<file path="config.mk">
export PLATFORM = sky130hd
export DESIGN_NAME = spi_slave_ctrl
export DESIGN_NICKNAME = d
export VERILOG_FILES = /design/src/rtl/spi_slave_pkg.sv /design/src/rtl/spi_slave_bitcnt.sv /design/src/rtl/spi_slave_ctrl.sv
export SDC_FILE = /design/constraint.sdc
export NUM_CORES = 1
export LEC_CHECK = 0
export ABC_AREA = 1
export ABC_CLOCK_PERIOD_IN_PS = 1400
export CELL_PAD_IN_SITES_DETAIL_PLACEMENT = 0
export CELL_PAD_IN_SITES_GLOBAL_PLACEMENT = 1
export CORE_MARGIN = 4
export CORE_UTILIZATION = 36
export CTS_CLUSTER_SIZE = 8
export DETAILED_ROUTE_END_ITERATION = 8
export PLACE_DENSITY_LB_ADDON = 0.25
export SLEW_MARGIN = 20
export SYNTH_ARGS = -nofsm -noshare
export SYNTH_HDL_FRONTEND = slang
export SYNTH_HIERARCHICAL = 1
export SYNTH_SLANG_ARGS = --single-unit
export TNS_END_PERCENT = 100
</file>
<file path="constraint.sdc">
create_clock -name CLK -period 1.4 [get_ports CLK]
set_input_delay 0.35 -clock CLK [delete_from_list [all_inputs] [get_ports CLK]]
set_output_delay 0.35 -clock CLK [all_outputs]
set_load 0.01 [all_outputs]
</file>
<file path="src/rtl/spi_slave_pkg.sv">
// Shared definitions for the SPI slave: default widths, opcodes and the sequencer state encoding.
package spi_slave_pkg;

  localparam int unsigned DEF_WIDTH  = 8;
  localparam logic [7:0]  DEF_OPC_WR = 8'h02;
  localparam logic [7:0]  DEF_OPC_RD = 8'h03;

  typedef enum logic [2:0] {
    ST_IDLE   = 3'd0,
    ST_OPCODE = 3'd1,
    ST_ADDR   = 3'd2,
    ST_WDATA  = 3'd3,
    ST_RDATA  = 3'd4,
    ST_DONE   = 3'd5,
    ST_IGNORE = 3'd6
  } state_t;

endpackage

</file>
<file path="src/rtl/spi_slave_bitcnt.sv">
// Mod-WIDTH bit counter for the SPI slave; clears while SS_n is high.
// byte_done is registered and is high exactly while the count sits at WIDTH-1.
module spi_slave_bitcnt #(
  parameter int unsigned WIDTH = 8
) (
  input  logic CLK,
  input  logic RST,
  input  logic clr,
  output logic byte_done
);

  localparam int unsigned CW = $clog2(WIDTH);

  logic [CW-1:0] cnt;
  logic [CW-1:0] cnt_nxt;

  always_comb begin
    cnt_nxt = '0;
    if (!clr && (cnt != CW'(WIDTH - 1))) cnt_nxt = cnt + CW'(1);
  end

  always_ff @(posedge CLK or posedge RST) begin
    if (RST) begin
      cnt       <= '0;
      byte_done <= 1'b0;
    end else begin
      cnt       <= cnt_nxt;
      byte_done <= (cnt_nxt == CW'(WIDTH - 1));
    end
  end

endmodule

</file>
<file path="src/rtl/spi_slave_ctrl.sv">
// SPI slave transaction sequencer: opcode/address/data decode, register-file strobes, DataSel.
// Define SPI_BURST_EN for auto-incrementing multi-byte read/write bursts.
module spi_slave_ctrl
  import spi_slave_pkg::*;
#(
  parameter int unsigned      WIDTH  = DEF_WIDTH,
  parameter logic [WIDTH-1:0] OPC_WR = WIDTH'(DEF_OPC_WR),
  parameter logic [WIDTH-1:0] OPC_RD = WIDTH'(DEF_OPC_RD)
) (
  input  logic             CLK,
  input  logic             RST,
  input  logic             SS_n,
  input  logic             MOSI,
  input  logic [WIDTH-1:0] Data_sh,
  output logic             DataSel,
  output logic             Rd_En,
  output logic             Wr_En,
  output logic [WIDTH-1:0] Addr,
  output logic [WIDTH-1:0] Wr_Data,
  output logic             Busy,
  output logic             Err
);

  state_t           state;
  logic             is_rd;
  logic             byte_done;
  logic [WIDTH-1:0] byte_now;

  // Byte as it stands after the current edge; the shifted-out MSB is dropped by the cast.
  assign byte_now = WIDTH'({Data_sh, MOSI});

  spi_slave_bitcnt #(.WIDTH(WIDTH)) u_bitcnt (
    .CLK       (CLK),
    .RST       (RST),
    .clr       (SS_n),
    .byte_done (byte_done)
  );

  always_ff @(posedge CLK or posedge RST) begin
    if (RST) begin
      state   <= ST_IDLE;
      is_rd   <= 1'b0;
      DataSel <= 1'b1;
      Rd_En   <= 1'b0;
      Wr_En   <= 1'b0;
      Addr    <= '0;
      Wr_Data <= '0;
      Busy    <= 1'b0;
      Err     <= 1'b0;
    end else begin
      Rd_En   <= 1'b0;
      Wr_En   <= 1'b0;
      DataSel <= 1'b1;
      Busy    <= ~SS_n;
      if (SS_n) begin
        state <= ST_IDLE;
        Err   <= 1'b0;
      end else begin
        case (state)
          ST_IDLE: state <= ST_OPCODE;
          ST_OPCODE: begin
            if (byte_done) begin
              if (byte_now == OPC_WR) begin
                is_rd <= 1'b0;
                state <= ST_ADDR;
              end else if (byte_now == OPC_RD) begin
                is_rd <= 1'b1;
                state <= ST_ADDR;
              end else begin
                Err   <= 1'b1;
                state <= ST_IGNORE;
              end
            end
          end
          ST_ADDR: begin
            if (byte_done) begin
              Addr <= byte_now;
              if (is_rd) begin
                Rd_En   <= 1'b1;
                DataSel <= 1'b0;
                state   <= ST_RDATA;
              end else begin
                state   <= ST_WDATA;
              end
            end
          end
          ST_WDATA: begin
`ifdef SPI_BURST_EN
            // Advance only after the register file has taken the write on this edge.
            if (Wr_En) Addr <= Addr + WIDTH'(1);
`endif
            if (byte_done) begin
              Wr_Data <= byte_now;
              Wr_En   <= 1'b1;
`ifndef SPI_BURST_EN
              state   <= ST_DONE;
`endif
            end
          end
          ST_RDATA: begin
            if (byte_done) begin
`ifdef SPI_BURST_EN
              Addr    <= Addr + WIDTH'(1);
              Rd_En   <= 1'b1;
              DataSel <= 1'b0;
`else
              state   <= ST_DONE;
`endif
            end
          end
          ST_DONE, ST_IGNORE: state <= state;
          default: state <= ST_IDLE;
        endcase
      end
    end
  end

endmodule

</file>
==> results.py <==
metrics = {
    "run_status": {
        "outcome": "finished, final reports clean",
    },
    "die": {
        "coreArea_sq_um": 3690,
        "start_util_pct": 37.6,
        "io_pins": 33,
        "dieHeight_um": 70.1,
        "die-area_sq_um": 4910,
        "fp.dieW_um": 70.1,
        "rows": 22,
    },
    "clocking": {
        "htree_levels": 2,
        "cts_buffers": 5,
        "clkTransAtPathRegs_ns": 0.05,
        "cts-root-buf": "clkbuf_8",
        "cts.sinks": 29,
        "clk_path_buf_depth": 2,
        "clock_latency_ns": 0.28,
        "tritoncts": "done",
    },
    "power_and_ir_drop": {
        "power_leakage_uw": 0.00107,
        "pwr-share-comb_pct": 23.4,
        "p_per_area_nw_per_um2": 1130,
        "totalPowerFinal_uw": 2110,
        "intPower_uw": 1460,
        "pwr-share-clk_pct": 29.9,
        "p_sw_uw": 649,
        "vdd_drop_max_mv": 0.572,
        "p_sw_share_pct": 30.7,
        "share_seq_of_total_power_pct": 46.7,
    },
    "sta": {
        "tightestPinTransition_ns": 0.301,
        "max_slew_margin_pct": 79.9,
        "period_minus_slack_ns": 1.35,
        "fin_crit_sh_pct": 96.5,
        "rsz0062_at_grt": "no",
        "fin_worst_skew_ns": 0.00536,
        "holdWs_ns": 0.279,
        "drv_slew": 0,
        "setup_viol": 0,
        "max_freq_mhz": 740,
        "hold_violations": 0,
    },
    "logic_synthesis": {
        "synth-seq-area-share_pct": 52.4,
        "syn_nets": 165,
        "netlist_area_sq_um": 1390,
        "postSynthCellCount": 151,
        "synth_top_area_share_pct": 50.5,
        "syn_avg_cell_area_sq_um": 9.18,
        "synth_top_area_cell": "dfrtp_1",
        "synth.area.top_cells": "dfrtp_1 51%, nand2_1 12%, o21ai_2 10%",
        "ys_ff_latch": 29,
        "ys_types": 19,
        "yosysWarnings": 6,
    },
    "critical_path": {
        "cp-end-kind": "output port",
        "slowest_stage": "dfstp_2",
        "crit_family": "flip-flops",
        "critPathMaxStageDelay_ns": 0.51,
        "required_ns": 1.05,
        "crit_type": "register to output port",
        "crit_fanout": 1,
        "path_buf_inv": 1,
        "worstPathArrival_ns": 1.00,
        "path_cells": "clkdlybuf4s15_1",
        "critPathLaunchType": "register",
    },
    "final_layout": {
        "drive_above_1_share_pct": 26.9,
        "final_nets": 210,
        "area_growth_pct": 34.2,
        "antennaDiodeCount": 0,
        "design_area_sq_um": 1860,
        "postLayoutCoreUtil_pct": 50.4,
    },
    "place": {
        "hpwl_mm": 1.98,
        "portBuffers": 31,
        "place_congestion": 0.746,
        "place_area_sq_um": 1810,
    },
    "grt": {
        "grtUsageTotal_pct": 12.3,
        "grt_pass1_vias": 1085,
        "grt_overflow": 0,
        "grt_max_degree": 26,
        "antenna_found_initial": 0,
        "grt_pass1_wl_mm": 4.75,
    },
    "hold_path": {
        "hold_path.class": "primary input to asynchronous set/reset pin",
    },
    "drt": {
        "routed_wl_mm": 2.58,
        "drc": 0,
        "final_antenna_net_count": 0,
        "first_pass_iters": 3,
        "vias_per_cell": 4.22,
        "num_vias": 1035,
        "wl_per_cell_um": 10.5,
        "drtIter0Drc": 29,
    },
    "run": {
        "max_cap_viol_count": 0,
    },
}
==> power by group through the flow <==
stage / sequential (uW) / clock, uW / combinational [uW]
2_1_floorplan: 978 / 0 / 381
3_3_place_gp: 997 / 0 / 515
3_5_place_dp: 1000 / 0 / 522
4_1_cts: 986 / 656 / 506
5_1_grt: 999 / 711 / 579
6_report: 986 / 630 / 494
==> worst paths after layout <==
path	depth (start not counted)	to	slack, ns	from
setup / recovery	1	DataSel	0.05	DataSel
hold / removal	2	u_bitcnt/cnt[2]	0.28	RST
setup reg to reg	6	DataSel	0.21	state[0]
hold reg to reg	1	u_bitcnt/cnt[0]	0.47	u_bitcnt/cnt[0]
max in group asynchronous	3	DataSel	0.74	RST
min in group CLK	1	u_bitcnt/cnt[0]	0.47	u_bitcnt/cnt[0]
==> routing by layer <==
metal / GRT usage (%) / up-vias / routed length (um) / share of wire (%)
met5: 0 / - / 0 / 0
met4: 5.74 / 0 / 57 / 2.2
met3: 5.90 / 6 / 176 / 6.8
met2: 20.8 / 21 / 1290 / 50
met1: 12.9 / 465 / 1060 / 41
li1: - / 543 / - / -
==> area by class of cell <==
class,count,area [sq um]
Fill cell,386,1830
Inverter,26,98.8
Tap cell,48,60.1
Timing Repair Buffer,41,373
Sequential cell,29,727
Clock buffer,8,80.1
Multi-Input combinational cell,93,522
==> state kept, by name (all words and copies together), names as in the netlist <==
register and cells:
Rd_En 1, Busy 1, is_rd 1, Wr_Data 8, u_bitcnt/byte_done 1, Err 1, DataSel 1, u_bitcnt/cnt 3
Wr_En 1, Addr 8, state 3
==> timing repair <==
item	CTS	global route
endpoints found under the hold margin	0	0
hold buffers	0	0
gates resized for setup	21	1
cloned	0	0
endpoints found under the setup margin	21	1
setup buffers	0	0
==> stage by stage <==
stage	cells	TNS (ns)	worst slack [ns]
finish	245	0	0.0491
CTS	245	0	0.00497
global placement	237	-2.07	-0.129
floorplan	151	0	0.309
global route	245	0	0.00902
detailed placement	237	-2.31	-0.139
==> layout by cell type, fill, tap and decap left out, drive strengths merged <==
| cell type | instances |
|---|---|
| nand2 | 51 |
| dfrtp | 28 |
| inv | 25 |
| dlygate4sd2 | 20 |
| o21ai | 19 |
| nor2 | 15 |
| clkdlybuf4s50 | 10 |
| buf | 10 |
| clkbuf | 8 |
| nand3 | 5 |
| ha | 2 |
| dfstp | 1 |
| clkinv | 1 |
| a21oi | 1 |
| clkdlybuf4s15 | 1 |
==> cells in the mapped netlist <==
cell type  number
buf_6           1
nor2_2          5
a21oi_2         1
buf_4           1
ha_1            2
inv_1          20
dfrtp_1        28
inv_2           5
nor2_1         10
o21ai_2        16
nand2_4         4
nand3_1         3
clkinv_2        1
o21ai_1         3
nand3_2         2
buf_12          1
dfstp_2         1
nand2_2         3
nand2_1        44
==> cells by family after synthesis <==
group | synth area share, %
adders and majority gates | 1.80
DFF | 52.4
buffers and inverters | 9.93
AOI/OAI and AO/OA | 11.8
and+or+nand+nor | 24.0
No activity file was read; power rests on OpenSTA's default activity.
